===== config.mk =====
export PLATFORM = sky130hd
export DESIGN_NAME = fetch_stage_icache
export DESIGN_NICKNAME = d
export VERILOG_FILES = /design/src/rtl/fetch_stage_icache.sv
export SDC_FILE = /design/constraint.sdc
export NUM_CORES = 1
export LEC_CHECK = 0
export BUFFER_PORTS_ARGS = -buffer_cell sky130_fd_sc_hd__buf_2
export CAP_MARGIN = 10
export CORE_MARGIN = 5
export CORE_UTILIZATION = 50
export DETAILED_ROUTE_END_ITERATION = 10
export PLACE_DENSITY = 0.66
export SLEW_MARGIN = 20
export SYNTH_ARGS = -nofsm -noshare
export SYNTH_HDL_FRONTEND = slang
export SYNTH_SLANG_ARGS = --single-unit

===== constraint.sdc =====
create_clock -name clk -period 11 [get_ports clk]
set_clock_uncertainty 0.2 [all_clocks]
set_input_delay 2.2 -clock clk [delete_from_list [all_inputs] [get_ports clk]]
set_output_delay 2.2 -clock clk [all_outputs]
set_load 0.01 [all_outputs]

===== src/rtl/fetch_stage_icache.sv =====
// Fetch stage: PC register plus a direct-mapped instruction cache with a multi-word refill FSM.
// Optional FETCH_PERF_CNT_EN adds saturating hit_cnt/miss_cnt outputs.
module fetch_stage_icache #(
    parameter int unsigned ADDR_W   = 16,
    parameter int unsigned DATA_W   = 16,
    parameter int unsigned INDEX_W  = 3,
    parameter int unsigned OFFSET_W = 2
) (
    input  logic              clk,
    input  logic              rst,
    input  logic [ADDR_W-1:0] branch_target,
    input  logic              pcSrc,
    input  logic              stall,
    output logic              hit,
    output logic [ADDR_W-1:0] pc_inc2,
    output logic [DATA_W-1:0] instruction,
    output logic              out_valid,
    output logic              mem_req,
    output logic [ADDR_W-1:0] mem_addr,
    input  logic [DATA_W-1:0] mem_rdata,
    input  logic              mem_ack
`ifdef FETCH_PERF_CNT_EN
    ,
    output logic [31:0]       hit_cnt,
    output logic [31:0]       miss_cnt
`endif
);
    localparam int unsigned STEP     = DATA_W / 8;
    localparam int unsigned BYTE_W   = $clog2(STEP);
    localparam int unsigned LINE_LSB = BYTE_W + OFFSET_W;
    localparam int unsigned TAG_LSB  = LINE_LSB + INDEX_W;
    localparam int unsigned TAG_W    = ADDR_W - TAG_LSB;
    localparam int unsigned LINES    = 1 << INDEX_W;
    localparam int unsigned WORDS    = 1 << OFFSET_W;
    localparam logic [ADDR_W-1:0] LINE_MASK = ~ADDR_W'((32'd1 << LINE_LSB) - 32'd1);

    typedef enum logic {IDLE, REFILL} state_t;

    state_t              state, state_nxt;
    logic [ADDR_W-1:0]   pc;
    logic [OFFSET_W-1:0] word_cnt;
    logic [LINES-1:0]    valid;
    logic [TAG_W-1:0]    tag_mem  [LINES];
    logic [DATA_W-1:0]   data_mem [LINES][WORDS];
    logic                redirect_pending;
    logic [ADDR_W-1:0]   redirect_target;

    logic [INDEX_W-1:0]  idx;
    logic [OFFSET_W-1:0] off;
    logic [TAG_W-1:0]    tag;
    logic [ADDR_W-1:0]   line_base;
    logic                last_ack;
    logic                fetch_cycle;

    assign idx         = INDEX_W'(pc >> LINE_LSB);
    assign off         = OFFSET_W'(pc >> BYTE_W);
    assign tag         = TAG_W'(pc >> TAG_LSB);
    assign line_base   = pc & LINE_MASK;
    assign hit         = (state == IDLE) && valid[idx] && (tag_mem[idx] == tag);
    assign last_ack    = (state == REFILL) && mem_ack && (&word_cnt);
    assign fetch_cycle = (state == IDLE) && !pcSrc && !stall;

    always_comb begin
        state_nxt = state;
        mem_req   = 1'b0;
        mem_addr  = '0;
        if (state == IDLE) begin
            if (fetch_cycle && !hit) state_nxt = REFILL;
        end else begin
            mem_req  = 1'b1;
            mem_addr = line_base + ADDR_W'(32'(word_cnt) * STEP);
            if (last_ack) state_nxt = IDLE;
        end
    end

    always_ff @(posedge clk or posedge rst) begin
        if (rst) begin
            state            <= IDLE;
            pc               <= '0;
            valid            <= '0;
            word_cnt         <= '0;
            out_valid        <= 1'b0;
            instruction      <= '0;
            pc_inc2          <= '0;
            redirect_pending <= 1'b0;
            redirect_target  <= '0;
        end else begin
            state <= state_nxt;
            if (state == IDLE) begin
                if (pcSrc) begin
                    pc        <= branch_target;
                    out_valid <= 1'b0;
                end else if (!stall) begin
                    if (hit) begin
                        instruction <= data_mem[idx][off];
                        pc_inc2     <= pc + ADDR_W'(STEP);
                        pc          <= pc + ADDR_W'(STEP);
                        out_valid   <= 1'b1;
                    end else begin
                        out_valid <= 1'b0;
                        word_cnt  <= '0;
                    end
                end
            end else begin
                out_valid <= 1'b0;
                if (pcSrc) begin
                    redirect_target  <= branch_target;
                    redirect_pending <= 1'b1;
                end
                if (mem_ack) word_cnt <= word_cnt + 1'b1;
                // A redirect arriving on the final ack cycle wins over any older pending one
                if (last_ack) begin
                    valid[idx]       <= 1'b1;
                    redirect_pending <= 1'b0;
                    if (pcSrc)                 pc <= branch_target;
                    else if (redirect_pending) pc <= redirect_target;
                end
            end
        end
    end

    always_ff @(posedge clk) begin
        if (state == REFILL && mem_ack) begin
            data_mem[idx][word_cnt] <= mem_rdata;
            if (&word_cnt) tag_mem[idx] <= tag;
        end
    end

`ifdef FETCH_PERF_CNT_EN
    always_ff @(posedge clk or posedge rst) begin
        if (rst) begin
            hit_cnt  <= '0;
            miss_cnt <= '0;
        end else begin
            if (fetch_cycle && hit && hit_cnt != '1)    hit_cnt  <= hit_cnt + 32'd1;
            if (fetch_cycle && !hit && miss_cnt != '1)  miss_cnt <= miss_cnt + 32'd1;
        end
    end
`endif

endmodule

==> run_results.csv, run 1 <==
group,metric,value,unit
outcome,outcome,"finished clean",
sta,post-route-min-period,7.097,ns
route,post_drt_via_cell_ratio,6.351,
sta,maxSlewHeadroom,0.2314,
route,detailroute.via_count,15720,
placed_design,place.detailed.instances,2345,
finish,nFillCells,4008,
cts,cts_num_sinks,669,
finish,multiInputGateArea,6590,um^2
route,top_metal_used,"met5",
power_and_ir_drop,vdd_drop_max,148.5,uV
finish,final_cell_mix,"sky130_fd_sc_hd__edfxtp_1, sky130_fd_sc_hd__mux2i_1, sky130_fd_sc_hd__mux2_2",
placed_design,post_dp_cell_area,28130,um^2
route,routedWlPerCell,29.86,um
setup_path,start_kind,"register",
yosys,yosys_most_used_dff,"sky130_fd_sc_hd__edfxtp_1",
yosys,adder_cell_fraction_of_synth_area,0.002348,
floorplanning,rows,84,
cts,worst_setup_hold_path_clk_slew,0.06,ns
sta,timing_limited_maximum_frequency,0.1409,GHz
setup_path,critical_path.max_fanout,44,
yosys,mappedNetlistArea,26640,um^2
floorplanning,start_util,0.5059,
yosys,synth_top_cell_by_area,"sky130_fd_sc_hd__edfxtp_1",
finish,finish.net_count,1772,
sta,finalWorstSetupSlack,3.903,ns
floorplanning,floorplan.die.width,240.8,um
route,drt_drc_violations_left,0,
sta,worst_pin_slew,1.152,ns
floorplanning,num_io_pins,88,
power_and_ir_drop,p_leak,10.53,nW
floorplanning,floorplan.die_area,58000,um^2
yosys,synth-seq-cells,669,
yosys,async_flop_share,0.1151,
yosys,synth_largest_type_area_fraction,0.6673,
cts,cts_buffer_depth,3,
placed_design,gp_routability_congestion,0.8229,
finish,final_cell_count_no_fill,2476,
yosys,main_area_contributors_after_synthesis,"sky130_fd_sc_hd__edfxtp_1, sky130_fd_sc_hd__dfrtp_1, sky130_fd_sc_hd__mux2i_1",
sta,report.final.setup_viol,0,
global_routing,grt_remaining_overflow,0,
cts,insertion_delay,0.61,ns
yosys,combinational_family_with_the_most_area_after_synthesis,"multiplexers",
yosys,synthSimpleGateAreaFrac,0.04495,
setup_path,cp.required,8.60,ns
route,drt_wl_total,73930,um
sta,worst_hold_check_slack,0.2640,ns
finish,final_util,0.5753,
route,drt_first_iter_violations,2136,
cts,tritoncts.num_buffers,70,
sta,post-route-period-util,0.6452,
placed_design,placement.setup.worst_slack,4.575,ns
power_and_ir_drop,fin_total_pwr,7.809,mW
global_routing,antenna_found_initial,3,
finish,drive_above_1_share,0.2289,
floorplanning,die_height,240.8,um
yosys,synth_nets,1654,
route,drt_pass1_iterations,6,
global_routing,grt_first_pass_wirelength,107700,um
setup_path,cp_data_arrival_time,4.70,ns
yosys,yosys-mux-area-fraction,0.1073,
yosys,synth_compound_gate_area_share,0.08059,
sta,grt_setup_unrepaired,"no",
worst_hold_path,hp-class,"register to register",
finish,area.growth.synth_to_final,13.70,%
route,met1_length,29650,um
yosys,synth_xor_xnor_area_share,0.007515,
yosys,post_synth_edffs,592,
setup_path,timing.critical_path.to_type,"output pin",
global_routing,largest_net_degree_at_the_start_of_global_routing,52,
route,detailroute.wirelength.met3,8299,um
cts,cts_hold_repair.buffers,0,
sta,finalHoldViolations,0,
cts,tritoncts_clock_tree,"yes",
yosys,synth_cell_type_count,65,
global_routing,grt_use_total,0.2553,
power_and_ir_drop,power.density,257.8,nW/um^2
setup_path,critical_path_class,"register to output pin",
route,detail-route-antenna-nets,0,
yosys,total_of_warnings_raised_by_yosys,0,
cts,root_buffer,"sky130_fd_sc_hd__clkbuf_16",
sta,finalSetupTns,0,ns
cts,ctsResizeCount,0,
global_routing,vias_in_the_first_global_route,15500,
finish,stdcell_area,30290,um^2
cts,htreeDepth,3,
yosys,syn-mean-instance-area,16.53,um^2
placed_design,placement.io_buffers,86,
finish,layout_commonest_cell,"sky130_fd_sc_hd__edfxtp_1",
floorplanning,core_region_area,52660,um^2
placed_design,dp_hpwl,42550,um
finish,ff_latch_area,19720,um^2
yosys,synth_seq_area_share,0.7396,
route,route.met2.wl,33730,um
sta,slew_violations,0,
yosys,syn-instance-count,1612,
job,drv.max_cap_violation_count,0,
cts,postCtsSetupRepairBufs,0,
-- critical path: stages (launching register included) --
cell                      delay, ns
sky130_fd_sc_hd__dfrtp_4       0.91
sky130_fd_sc_hd__buf_4         0.67
sky130_fd_sc_hd__mux2_2        0.41
sky130_fd_sc_hd__a221o_1       0.35
sky130_fd_sc_hd__a22oi_2       0.24
sky130_fd_sc_hd__xor2_2        0.26
sky130_fd_sc_hd__nand3_1       0.10
sky130_fd_sc_hd__or4_1         0.40
sky130_fd_sc_hd__nor4b_1       0.46
sky130_fd_sc_hd__buf_2         0.23
-- flip-flops by register name, indices dropped and copies added, names as in the netlist --
register / cells
out_valid: 1
redirect_target: 16
valid: 8
state: 1
pc: 16
redirect_pending: 1
tag_mem: 80
instruction: 16
pc_inc2: 16
data_mem: 512
word_cnt: 2
-- report_power, final --
part           switching, mW  leakage [nW]  internal (mW)
clock network          0.968          1.04           1.27
registers              0.236          6.29           2.99
logic                   1.50          3.20          0.849
total                   2.71          10.5           5.10
-- cells in the mapped netlist, types with 7 or more instances --
| cell | count |
|---|---|
| sky130_fd_sc_hd__a21oi_1 | 59 |
| sky130_fd_sc_hd__nand3_1 | 26 |
| sky130_fd_sc_hd__edfxtp_1 | 592 |
| sky130_fd_sc_hd__mux2_1 | 7 |
| sky130_fd_sc_hd__mux2_2 | 89 |
| sky130_fd_sc_hd__xnor2_1 | 9 |
| sky130_fd_sc_hd__a31oi_1 | 8 |
| sky130_fd_sc_hd__nand4_1 | 7 |
| sky130_fd_sc_hd__or2_2 | 11 |
| sky130_fd_sc_hd__buf_2 | 26 |
| sky130_fd_sc_hd__mux4_2 | 30 |
| sky130_fd_sc_hd__o22ai_1 | 7 |
| sky130_fd_sc_hd__nand2_1 | 81 |
| sky130_fd_sc_hd__and2_1 | 18 |
| sky130_fd_sc_hd__nor2b_1 | 7 |
| sky130_fd_sc_hd__o21ai_0 | 68 |
| sky130_fd_sc_hd__a221o_1 | 19 |
| sky130_fd_sc_hd__xor2_1 | 12 |
| sky130_fd_sc_hd__clkbuf_1 | 62 |
| sky130_fd_sc_hd__inv_1 | 11 |
| sky130_fd_sc_hd__nor2_1 | 85 |
| sky130_fd_sc_hd__o211ai_1 | 15 |
| sky130_fd_sc_hd__mux2i_1 | 110 |
| sky130_fd_sc_hd__a211oi_1 | 7 |
| sky130_fd_sc_hd__buf_1 | 8 |
| sky130_fd_sc_hd__a22o_1 | 10 |
| sky130_fd_sc_hd__a221oi_1 | 42 |
| sky130_fd_sc_hd__dfrtp_1 | 77 |
| sky130_fd_sc_hd__a22oi_1 | 29 |
-- logic make-up after synthesis --
group / after synthesis
AO/OA/AOI/OAI: 306
XOR/XNOR: 22
adder cells (fa/ha/maj): 5
buffers and inverters: 112
flip-flops: 669
multiplexers: 236
other: 1
AND/OR/NAND/NOR: 261
-- area by class of cell --
| cell class | count | area share |
|---|---|---|
| Sequential cell | 669 | 0.6510 |
| Multi-Input combinational cell | 831 | 0.2176 |
| Clock buffer | 99 | 0.06316 |
| Antenna cell | 1 | 0.00008261 |
| Inverter | 13 | 0.001694 |
| Timing Repair Buffer | 145 | 0.03094 |
| Tap cell | 688 | 0.02842 |
| Clock inverter | 30 | 0.007187 |
-- layer usage --
metal	track usage	up-vias
met5	0	-
met4	0.08001	2
met3	0.05771	154
met2	0.3887	942
met1	0.3737	8013
li1	-	6613
-- path summary, 6_finish.rpt --
path,startpoint,to,slack [ns],depth (start not counted)
setup / recovery,pc[3],hit,3.90,9
hold / removal,valid[7],valid[7],0.26,1
setup reg to reg,pc[3],instruction[7],5.80,8
hold reg to reg,valid[7],valid[7],0.26,1
max in group asynchronous,rst,pc[4],8.05,3
min in group asynchronous,rst,redirect_target[12],1.44,2
(Power assumes the default switching activity.)
==> run 2: changes to the inputs <==
==> constraint.sdc (replaced) <==
create_clock -name clk -period 6.6 [get_ports clk]
set_clock_uncertainty 0.2 [all_clocks]
set_input_delay 1.32 -clock clk [delete_from_list [all_inputs] [get_ports clk]]
set_output_delay 1.32 -clock clk [all_outputs]
set_load 0.01 [all_outputs]
==> run_results.csv, run 2 (synthesis results as in run 1) <==
group,metric,value,unit
outcome,outcome,"finished clean",
floorplanning,num_io_pins,88,
sta,grt_setup_unrepaired,"no",
power_and_ir_drop,fin_total_pwr,12.97,mW
global_routing,grt_remaining_overflow,0,
cts,tritoncts_clock_tree,"yes",
setup_path,setup.reg_to_reg.worst_slack,1.98,ns
cts,tritoncts.num_buffers,70,
setup_path,cp.required,5.08,ns
route,detailroute.via_count,15740,
placed_design,post_dp_cell_area,28130,um^2
sta,slew_violations,0,
power_and_ir_drop,vdd_drop_max,239.0,uV
setup_path,r2r_cell_count,9,
finish,finish.net_count,1770,
setup_path,critical_path_class,"register to output pin",
worst_hold_path,timing.hold.worst.start,"valid[7]",
job,drv.max_cap_violation_count,0,
floorplanning,core_region_area,52660,um^2
global_routing,antenna_found_initial,3,
sta,maxSlewHeadroom,0.2334,
finish,layout_top_registers,"data_mem x512, tag_mem x80",
finish,diodes,0,
sta,post-route-period-util,0.8762,
floorplanning,floorplan.die.width,240.8,um
cts,ctsResizeCount,0,
cts,worst_setup_hold_path_clk_slew,0.06,ns
route,drt_pass1_iterations,5,
sta,worst_pin_slew,1.147,ns
cts,htreeDepth,3,
finish,layout_commonest_cell,"sky130_fd_sc_hd__edfxtp_1",
finish,registers.top_by_ff_count,"data_mem",
finish,area.growth.synth_to_final,13.70,%
cts,postCtsSetupRepairBufs,0,
finish,nFillCells,3984,
route,drt_drc_violations_left,0,
setup_path,cp_data_arrival_time,4.26,ns
floorplanning,floorplan.die_area,58000,um^2
sta,finalHoldViolations,0,
setup_path,timing.critical_path.to_type,"output pin",
setup_path,critical_path.max_fanout,51,
power_and_ir_drop,p_leak,10.53,nW
route,detail-route-antenna-nets,0,
placed_design,dp_hpwl,43020,um
setup_path,start_kind,"register",
cts,root_buffer,"sky130_fd_sc_hd__clkbuf_16",
sta,timing_limited_maximum_frequency,0.1729,GHz
cts,cts_num_sinks,669,
route,drt_first_iter_violations,2120,
global_routing,grt_first_pass_wirelength,106900,um
worst_hold_path,worst_hold_path_cell_count,1,
finish,final_util,0.5752,
cts,cts_buffer_depth,3,
placed_design,gp_routability_congestion,0.8520,
route,drt_wl_total,73890,um
worst_hold_path,worst_hold_endpoint,"valid[7]",
finish,final_cell_mix,"sky130_fd_sc_hd__edfxtp_1, sky130_fd_sc_hd__mux2i_1, sky130_fd_sc_hd__mux2_2",
sta,finalSetupTns,0,ns
global_routing,grt_use_total,0.2540,
cts,insertion_delay,0.61,ns
finish,ff_latch_area,19720,um^2
finish,largest_register_ffs,512,
route,post_drt_via_cell_ratio,6.372,
route,routedWlPerCell,29.90,um
cts,cts_hold_repair.buffers,0,
placed_design,placement.io_buffers,86,
sta,report.final.setup_viol,0,
floorplanning,rows,84,
power_and_ir_drop,power.density,428.3,nW/um^2
finish,stdcell_area,30290,um^2
worst_hold_path,hp-class,"register to register",
global_routing,largest_net_degree_at_the_start_of_global_routing,81,
sta,post-route-min-period,5.783,ns
setup_path,crit-reg2reg-capture,"instruction[7]",
setup_path,r2r-start,"pc[4]",
floorplanning,die_height,240.8,um
floorplanning,start_util,0.5059,
global_routing,vias_in_the_first_global_route,15400,
finish,multiInputGateArea,6604,um^2
finish,drive_above_1_share,0.2311,
==> run 2: changes by cell type in the layout (fill, tap and decap cells not counted), sizes merged <==
cell,previous run,this run
clkinv,26,22
buf,145,143
bufinv,2,0
clkbuf,99,101
clkinvlp,0,1
diode,1,0
inv,15,16
==> run 2: worst max path at each step <==
stage / startpoint / endpoint / slack (ns) / cells after the start
floorplan: pc[3] / hit / 2.33 / 8
finish: pc[3] / hit / 0.82 / 7
detailed placement: pc[3] / hit / 1.44 / 8
CTS: pc[3] / hit / 0.77 / 8
global route: pc[3] / hit / 0.64 / 7
global placement: pc[3] / hit / 1.44 / 8
==> run 2: layer usage <==
layer	vias to the layer above	share of wire	GRT usage
met5	-	0.00027	0
met4	2	0.033	0.08172
met3	162	0.11	0.06068
met2	931	0.46	0.3872
met1	8051	0.40	0.3683
li1	6598	-	-
==> run 2: area by class of cell <==
class	instances	area share
Clock buffer	101	0.06539
Clock inverter	26	0.004998
Inverter	13	0.001694
Multi-Input combinational cell	831	0.2180
Sequential cell	669	0.6510
Tap cell	688	0.02842
Timing Repair Buffer	143	0.03049
==> run 2: power breakdown <==
part | switching (mW) | total (mW) | internal [mW] | leakage [nW]
Clock | 1.60 | 3.69 | 2.09 | 1.05
Sequential | 0.402 | 5.38 | 4.98 | 6.29
Combinational | 2.48 | 3.90 | 1.42 | 3.19
==> run 2: through the flow <==
stage / instances / setup slack, ns / hold WS, ns
floorplan: 1612 / 2.331 / 0.2316
global placement: 2341 / 1.440 / 0.2476
detailed placement: 2343 / 1.441 / 0.2545
CTS: 2470 / 0.7683 / 0.2682
global route: 2471 / 0.6448 / 0.2892
finish: 2471 / 0.8170 / 0.2705
==> run 2: critical path, stage by stage, from the launching register on <==
cell and delay [ns]:
sky130_fd_sc_hd__dfrtp_4 1.01, sky130_fd_sc_hd__buf_4 0.62, sky130_fd_sc_hd__mux4_2 0.57, sky130_fd_sc_hd__mux2i_1 0.25, sky130_fd_sc_hd__xnor2_1 0.19, sky130_fd_sc_hd__nand4_1 0.21
sky130_fd_sc_hd__nor4b_1 0.55, sky130_fd_sc_hd__buf_2 0.23
